**src/rtl/serial_parity_frame_rx_pkg.sv**
```systemverilog
// Shared definitions for the serial parity frame receiver.
//   state_t     : receiver FSM states
//   DATA_W      : data bits per frame (matches the 4-bit parity checker)
//   FRAME_BITS  : start + data + parity + stop
//   clog2()     : ceiling log2, used to size the bit timer and bit counter
package serial_parity_frame_rx_pkg;

    localparam int unsigned DATA_W     = 4;
    localparam int unsigned FRAME_BITS = 7;

    typedef enum logic [2:0] {
        IDLE,
        START,
        DATA,
        PARITY,
        STOP
    } state_t;

    function automatic int unsigned clog2(input int unsigned value);
        int unsigned result;
        result = 0;
        while ((32'd1 << result) < value) begin
            result = result + 1;
        end
        return result;
    endfunction

endpackage

```
**src/rtl/even_parity_bit_checker.sv**
```systemverilog
// Even-parity checker for a 4-bit nibble plus its parity bit.
// Ports:
//   a, b, c, d : data bits
//   p          : received parity bit
//   pec        : 1 when the five bits do not have even parity
module even_parity_bit_checker (
    input  logic a,
    input  logic b,
    input  logic c,
    input  logic d,
    input  logic p,
    output logic pec
);

    assign pec = a ^ b ^ c ^ d ^ p;

endmodule

```
**src/rtl/serial_parity_frame_rx.sv**
```systemverilog
// Single-wire frame receiver: start, DATA_W data bits LSB-first, even parity, stop.
// The captured frame is held in a valid/ready output register together with the
// parity-error flag from even_parity_bit_checker and a framing-error flag.
// Ports:
//   clk, rst   : rising-edge clock, asynchronous active-high reset
//   rx_in      : serial line, idle high, already synchronous to clk
//   out_ready  : downstream accepts the held frame
//   out_valid  : output register holds a frame
//   data_out   : data nibble, bit 0 = first data bit on the line
//   par_out    : received parity bit
//   pec_out    : parity error (XOR of data and parity bits)
//   frame_err  : stop bit was sampled low
//   overrun    : one-cycle pulse when an unaccepted frame is overwritten
import serial_parity_frame_rx_pkg::*;

module serial_parity_frame_rx #(
    parameter int unsigned CLKS_PER_BIT = 4,
    parameter int unsigned DATA_W       = serial_parity_frame_rx_pkg::DATA_W
) (
    input  logic              clk,
    input  logic              rst,
    input  logic              rx_in,
    input  logic              out_ready,
    output logic              out_valid,
    output logic [DATA_W-1:0] data_out,
    output logic              par_out,
    output logic              pec_out,
    output logic              frame_err,
    output logic              overrun
);

    localparam int unsigned TimerW  = (clog2(CLKS_PER_BIT) < 1) ? 1 : clog2(CLKS_PER_BIT);
    localparam int unsigned BitCntW = (clog2(DATA_W) < 1) ? 1 : clog2(DATA_W);

    // First wait lands on the middle of the start bit; later waits are one full bit.
    localparam logic [TimerW-1:0]  HalfLoad = TimerW'(CLKS_PER_BIT / 2 - 1);
    localparam logic [TimerW-1:0]  FullLoad = TimerW'(CLKS_PER_BIT - 1);
    localparam logic [BitCntW-1:0] LastBit  = BitCntW'(DATA_W - 1);

    state_t               state_q, state_d;
    logic [TimerW-1:0]    timer_q, timer_d;
    logic [BitCntW-1:0]   bit_cnt_q, bit_cnt_d;
    logic [DATA_W-1:0]    data_sh_q, data_sh_d;
    logic                 par_sh_q, par_sh_d;
    logic                 load;
    logic                 timer_done;
    logic                 pec_calc;

    logic                 out_valid_q, out_valid_d;
    logic [DATA_W-1:0]    data_out_q, data_out_d;
    logic                 par_out_q, par_out_d;
    logic                 pec_out_q, pec_out_d;
    logic                 frame_err_q, frame_err_d;
    logic                 overrun_q, overrun_d;

    assign timer_done = (timer_q == '0);

    // Parity is checked on the captured bits, never on the live line.
    even_parity_bit_checker u_checker (
        .a   (data_sh_q[0]),
        .b   (data_sh_q[1]),
        .c   (data_sh_q[2]),
        .d   (data_sh_q[3]),
        .p   (par_sh_q),
        .pec (pec_calc)
    );

    // Receive FSM: next state, timer, bit counter and shift register.
    always_comb begin
        state_d   = state_q;
        timer_d   = timer_q;
        bit_cnt_d = bit_cnt_q;
        data_sh_d = data_sh_q;
        par_sh_d  = par_sh_q;
        load      = 1'b0;

        case (state_q)
            IDLE: begin
                if (!rx_in) begin
                    state_d = START;
                    timer_d = HalfLoad;
                end
            end

            START: begin
                if (timer_done) begin
                    if (rx_in) begin
                        // Line went back high before mid start bit: glitch.
                        state_d = IDLE;
                    end else begin
                        state_d   = DATA;
                        bit_cnt_d = '0;
                        timer_d   = FullLoad;
                    end
                end else begin
                    timer_d = timer_q - TimerW'(1);
                end
            end

            DATA: begin
                if (timer_done) begin
                    data_sh_d[bit_cnt_q] = rx_in;
                    timer_d              = FullLoad;
                    if (bit_cnt_q == LastBit) begin
                        state_d = PARITY;
                    end else begin
                        bit_cnt_d = bit_cnt_q + BitCntW'(1);
                    end
                end else begin
                    timer_d = timer_q - TimerW'(1);
                end
            end

            PARITY: begin
                if (timer_done) begin
                    par_sh_d = rx_in;
                    timer_d  = FullLoad;
                    state_d  = STOP;
                end else begin
                    timer_d = timer_q - TimerW'(1);
                end
            end

            STOP: begin
                if (timer_done) begin
                    load    = 1'b1;
                    timer_d = '0;
                    state_d = IDLE;
                end else begin
                    timer_d = timer_q - TimerW'(1);
                end
            end

            default: begin
                state_d = IDLE;
                timer_d = '0;
            end
        endcase
    end

    // Output register with valid/ready handshake and overrun detection.
    always_comb begin
        out_valid_d = out_valid_q;
        data_out_d  = data_out_q;
        par_out_d   = par_out_q;
        pec_out_d   = pec_out_q;
        frame_err_d = frame_err_q;
        overrun_d   = 1'b0;

        if (load) begin
            out_valid_d = 1'b1;
            data_out_d  = data_sh_q;
            par_out_d   = par_sh_q;
            pec_out_d   = pec_calc;
            frame_err_d = ~rx_in;
            // Overwriting a frame nobody took; a same-cycle transfer is not a loss.
            overrun_d   = out_valid_q & ~out_ready;
        end else if (out_valid_q && out_ready) begin
            out_valid_d = 1'b0;
        end
    end

    always_ff @(posedge clk or posedge rst) begin
        if (rst) begin
            state_q     <= IDLE;
            timer_q     <= '0;
            bit_cnt_q   <= '0;
            data_sh_q   <= '0;
            par_sh_q    <= 1'b0;
            out_valid_q <= 1'b0;
            data_out_q  <= '0;
            par_out_q   <= 1'b0;
            pec_out_q   <= 1'b0;
            frame_err_q <= 1'b0;
            overrun_q   <= 1'b0;
        end else begin
            state_q     <= state_d;
            timer_q     <= timer_d;
            bit_cnt_q   <= bit_cnt_d;
            data_sh_q   <= data_sh_d;
            par_sh_q    <= par_sh_d;
            out_valid_q <= out_valid_d;
            data_out_q  <= data_out_d;
            par_out_q   <= par_out_d;
            pec_out_q   <= pec_out_d;
            frame_err_q <= frame_err_d;
            overrun_q   <= overrun_d;
        end
    end

    assign out_valid = out_valid_q;
    assign data_out  = data_out_q;
    assign par_out   = par_out_q;
    assign pec_out   = pec_out_q;
    assign frame_err = frame_err_q;
    assign overrun   = overrun_q;

endmodule

```
**config.mk**
```make
export PLATFORM = sky130hd
export DESIGN_NAME = serial_parity_frame_rx
export DESIGN_NICKNAME = d
export VERILOG_FILES = /design/src/rtl/serial_parity_frame_rx_pkg.sv /design/src/rtl/even_parity_bit_checker.sv /design/src/rtl/serial_parity_frame_rx.sv
export SDC_FILE = /design/constraint.sdc
export NUM_CORES = 1
export LEC_CHECK = 0
export BUFFER_PORTS_ARGS = -buffer_cell sky130_fd_sc_hd__buf_2
export CORE_UTILIZATION = 60
export CTS_BUF_LIST = sky130_fd_sc_hd__clkbuf_8
export CTS_CLUSTER_DIAMETER = 200
export DETAILED_ROUTE_END_ITERATION = 10
export PLACE_DENSITY_LB_ADDON = 0.12
export SYNTH_ARGS = -nofsm -noshare
export SYNTH_HDL_FRONTEND = slang
export SYNTH_SLANG_ARGS = --single-unit
```
**constraint.sdc**
```tcl
create_clock -name clk -period 2.6 [get_ports clk]
set_input_delay 0.39 -clock clk [delete_from_list [all_inputs] [get_ports clk]]
set_output_delay 0.39 -clock clk [all_outputs]
set_load 0.02 [all_outputs]
```
Yosys cells after proc, flatten, opt, wreduce, memory -nomap -nowiden
Cells that the tools add are included.
- flip-flop bits (word level): 21
- input bits: 4
- output and inout port bits: 9
- word-level logic and storage cells: 75
- $add $sub $neg: 2
- magnitude comparators: 2
- eq/ne operators: 14
- multiplexer cells: 27
- bitwise logic cells: 7
- reduce and logical (&&, ||, !) cells: 12
- operators by type and width (cell ; number):
    2-bit 2-to-1 mux ; 10
    3-bit 2-to-1 mux ; 6
    2-bit inequality test, second input constant ; 8
    3-bit case mux with 5 select lines ; 1
    2-bit case mux with 4 select lines ; 1
    3-bit by 2-bit == test with 1-bit output, second input constant ; 2
    1-bit 2-to-1 mux ; 6
    2-bit AND reduction ; 3
    6-bit AND reduction ; 1
    5-bit AND reduction ; 1
    4-bit bitwise mux ; 1
    2-bit case mux with 2 select lines ; 1
    2-bit nonzero test ; 2
    1-bit bitwise XOR ; 4
    3-bit by 1-bit == test with 1-bit output, second input constant ; 1
    3-bit == test, second input constant ; 1
    3-bit logical NOT ; 1
    2-bit by 3-bit < comparator with 1-bit output, second input constant ; 1
    3-bit inequality test, second input constant ; 1
    2-bit by 1-bit adder with 2-bit output, second input constant ; 1
    1-bit demux with 2-bit select ; 1
    2-bit == test, second input constant ; 1
    2-bit by 1-bit greater-or-equal comparator with 1-bit output, second input constant ; 1
    1-bit logical AND ; 2
    5 further kinds ; 6

Depth between registers and ports, before layout
- depth after elaboration: 5
- mapped depth: 6
- mapped depth without buffers: 5

Cells and area by module
From an unflattened synthesis, not the netlist that was laid out.
- cells, all modules: 89
- area total of the unflattened synthesis: 1082.3 um2
- by module, submodules not included (module ; instances ; cells an instance ; area an instance (um2) ; sequential area each (um2)):
    serial_parity_frame_rx ; 1 ; 86 ; 1042.2 ; 525.5
    even_parity_bit_checker ; 1 ; 3 ; 40.0 ; 0.0

Worst setup path before layout
No wires, ideal clock.
- path type: register to register
- from: register timer_q[0]
- to: register data_sh_q[2]
- library setup time: 0.127 ns
- arrival time: 1.313 ns
- required time: 2.473 ns
- setup slack: 1.159 ns
- cell stages (with the launch flop): 6
- buffers on the path: 0
- clock period less this slack: 1.441 ns
- cell sequence: dfrtp_1 inv_1 ha_1 and4bb_1 nand2_1 mux2_1
- cells in the longest elaborated chain, start to end: 2
- RTL lines (what ; line ; RTL):
    start, declared ; serial_parity_frame_rx.sv:41 ; logic [TimerW-1:0] timer_q, timer_d;
    start signal, assigned ; serial_parity_frame_rx.sv:178 ; timer_q <= timer_d;
    2-bit logical NOT ; serial_parity_frame_rx.sv:56 ; assign timer_done = (timer_q == '0);
    2-bit AND reduction (no source line) ; -- ;
    end signal, assigned ; serial_parity_frame_rx.sv:180 ; data_sh_q <= data_sh_d;
    end, declared ; serial_parity_frame_rx.sv:43 ; logic [DATA_W-1:0] data_sh_q, data_sh_d;
No other way between the ends.
A chain may end at the register's enable or synchronous reset.

Final worst setup path
- from: register timer_q[0]
- to: register data_out_q[3], in the netlist data_out[3]
- cells in the longest elaborated chain, start to end: 3
- RTL lines (what ; line ; RTL):
    2-bit logical NOT ; serial_parity_frame_rx.sv:56 ;
    1-bit 2-to-1 mux ; serial_parity_frame_rx.sv:125 ; if (timer_done) begin
    1-bit 2-to-1 mux ; serial_parity_frame_rx.sv:77 ; case (state_q)
    end signal, assigned ; serial_parity_frame_rx.sv:183 ; data_out_q <= data_out_d;
    end, declared ; serial_parity_frame_rx.sv:50 ; logic [DATA_W-1:0] data_out_q, data_out_d;
No other way between the ends.

==> reports/metrics.yaml <==
global_route:
  track_usage_pct: 20.8
  grt_max_degree: 22
  grt_pass1_vias: 641
  gr-total-overflow: 0
  grt_pass1_wl_um: 2950
  antenna_found_initial: 0
critical_path:
  cp_slowest_stage_delay_ps: 440
  crit_chain: "inv_1, ha_1, nand4bb_1, mux2_2"
  crit_family: "multiplexers"
  crit_path_start_kind: "flop"
  r2r-start: "timer_q[0]$_DFFE_PP0P_"
  reg2reg_to: "data_out[3]$_DFFE_PP0P_"
  cp_num_buf_inv: 1
  r2r_setup_slack_ps: 840
  worstRegToRegCells: 4
  critPathKind: "reg -> reg"
  worst_setup_path_end_kind: "flop"
  cp_data_arrival_time_ps: 1910
  worstPathMaxFanout: 11
  slowest_stage: "mux2_2"
  cp.required_ps: 2750
clock_tree:
  cts_hold_buf: 0
  clk_latency_ps: 260
  cts_sinks: 21
  htreeDepth: 1
  clk_pin_slew_ps: 80
  cts_tree: "yes"
  cts.repair.resized: 0
  postCtsSetupBuffers: 0
  cts_root_buf: "clkbuf_8"
  tritoncts.num_buffers: 3
  cts_max_path_buffers: 2
drt:
  wl_um: 1740
  wl_per_cell_um: 14.6
  via_count: 677
  drt_first_pass_iters: 7
  viasPerCell: 5.69
  drtIter0Drc: 13
  post-route-drc-count: 1
  ant_nets: 0
timing:
  skew_ps: 4.91
  setup_tns_ps: 0
  rsz0062_at_grt: "no"
  timing.final.crit_share_pct: 67.8
  fin_crit_ps: 1760
  slew_headroom_pct: 48.1
  tightest_slew_ps: 778
  setup_viol_count_final: 0
  drv_slew: 0
  fmax_mhz: 567
  hold_viol_final: 0
power_and_ir_drop:
  power_frac_seq_pct: 44.2
  p_comb_share_pct: 39.5
  sw_frac_of_total_pct: 36.6
  powerDensity_nw_per_um2: 1110
  p_switching_w: 0.000476
  power_w: 0.00130
  p_int_w: 0.000825
  leakagePower_nw: 0.598
  ir_drop_v: 0.000771
  clockPowerShare_pct: 16.3
logic_synthesis:
  ys_seq_area_share_pct: 49.5
  synth.ff_latch_count: 21
  synth_cells: 91
  syn_nets: 102
  synth_enable_flop_cells: 0
  async_reset_ff_share_pct: 100
  synth_area_um2: 1060
  yosys_warnings: 0
  synth.distinct_cells: 27
  synthFlopType: "dfrtp_1"
  syn_area_per_cell_um2: 11.7
layout:
  syn2layout_area_growth_pct: 10.1
  final_common_cell: "dfrtp_1"
  fin_nets: 115
  layout_common_cells: "dfrtp_1, buf_2, nand2_1"
  antenna_cells: 0
  stdcell_area_um2: 1170
  layout-drive-gt1-share_pct: 22.3
  final_core_util_pct: 74.2
place:
  place_hpwl_um: 1160
  portBuffers: 12
  gp_congestion: 0.679
  postPlaceCellArea_um2: 1120
die:
  std_cell_rows: 14
  coreArea_um2: 1580
  die_h_um: 44.1
  dieArea_um2: 1940
  die_w_um: 44.1
  pin_count: 13
  initial_utilization_pct: 67.4
outcome:
  outcome: "complete, but fails checks"
  failed_checks: "design-rule violations"
run:
  drv_cap: 0
hold_path:
  hp-class: "in -> async"
==> registers in the layout, indices dropped and copies added, names as in the netlist, 2 cells and up <==
name       count
data_out       4
data_sh_q      4
state_q        3
bit_cnt_q      2
timer_q        2
==> through the flow <==
stage               hold WS, ps  setup slack (ps)  std cells
floorplan                   367              1160         91
global placement            458               908        115
detailed placement          465               828        115
CTS                         292               819        119
global route                339               625        119
finish                      264               837        119
==> synthesized netlist by cell type, drive strengths merged (3+ instances only) <==
cell	n	share of area (%)
dfrtp	21	49
mux2	11	12
nand2	10	3.5
ha	7	8.2
inv	5	1.8
nor2	5	1.8
o21ai	4	1.9
buf	3	1.4
mux2i	3	2.8
nand4bb	3	3.2
==> cell type report <==
type                    instances  area (µm²)
clock buffers                   3        41.3
repair buffers                 12        60.1
flip-flops and latches         21         526
clock inverters                 1        5.00
multi-input cells              61         499
fillers                       123         407
inverters                       5        18.8
well taps                      16        20.0
==> worst max-delay path by stage <==
stage,start,to,slack (ps),depth (start not counted)
after floorplan,timer_q[0]$_DFFE_PP0P_,data_sh_q[2]$_DFFE_PP0P_,1160,5
final,timer_q[0]$_DFFE_PP0P_,data_out[3]$_DFFE_PP0P_,840,4
after CTS,timer_q[0]$_DFFE_PP0P_,data_out[3]$_DFFE_PP0P_,820,4
after global routing,timer_q[0]$_DFFE_PP0P_,data_out[3]$_DFFE_PP0P_,630,4
after global placement,timer_q[0]$_DFFE_PP0P_,data_out[1]$_DFFE_PP0P_,910,4
after detailed placement,timer_q[0]$_DFFE_PP0P_,data_out[3]$_DFFE_PP0P_,830,4
==> logic make-up (layout without fill, tap and decap cells) <==
family                   count (synthesis)  in the layout  share of synthesized area [%]
adder cells (fa/ha/maj)                  7              7                           8.24
AND/OR/NAND/NOR                         29             29                           15.9
XOR/XNOR                                 3              3                           3.77
AO/OA/AOI/OAI                            8              8                           4.59
buffers and inverters                    9             21                           3.53
flip-flops                              21             21                           49.5
multiplexers                            14             14                           14.5
==> metal layers <==
layer	track usage, %	vias up	part of all wire [%]
li1	-	336	-
met1	31.3	325	54
met2	31.5	12	43
met3	2.45	4	2.4
met4	7.27	0	1.2
met5	0	-	0
==> power groups by stage <==
stage                     clock, W  sequential (W)  combinational, W
after floorplan                  0        0.000579          0.000393
after global placement           0        0.000571          0.000493
after detailed placement         0        0.000581          0.000509
after CTS                 0.000215        0.000574          0.000523
after global routing      0.000224        0.000594          0.000572
final                     0.000212        0.000575          0.000514
(Power assumes the default switching activity.)
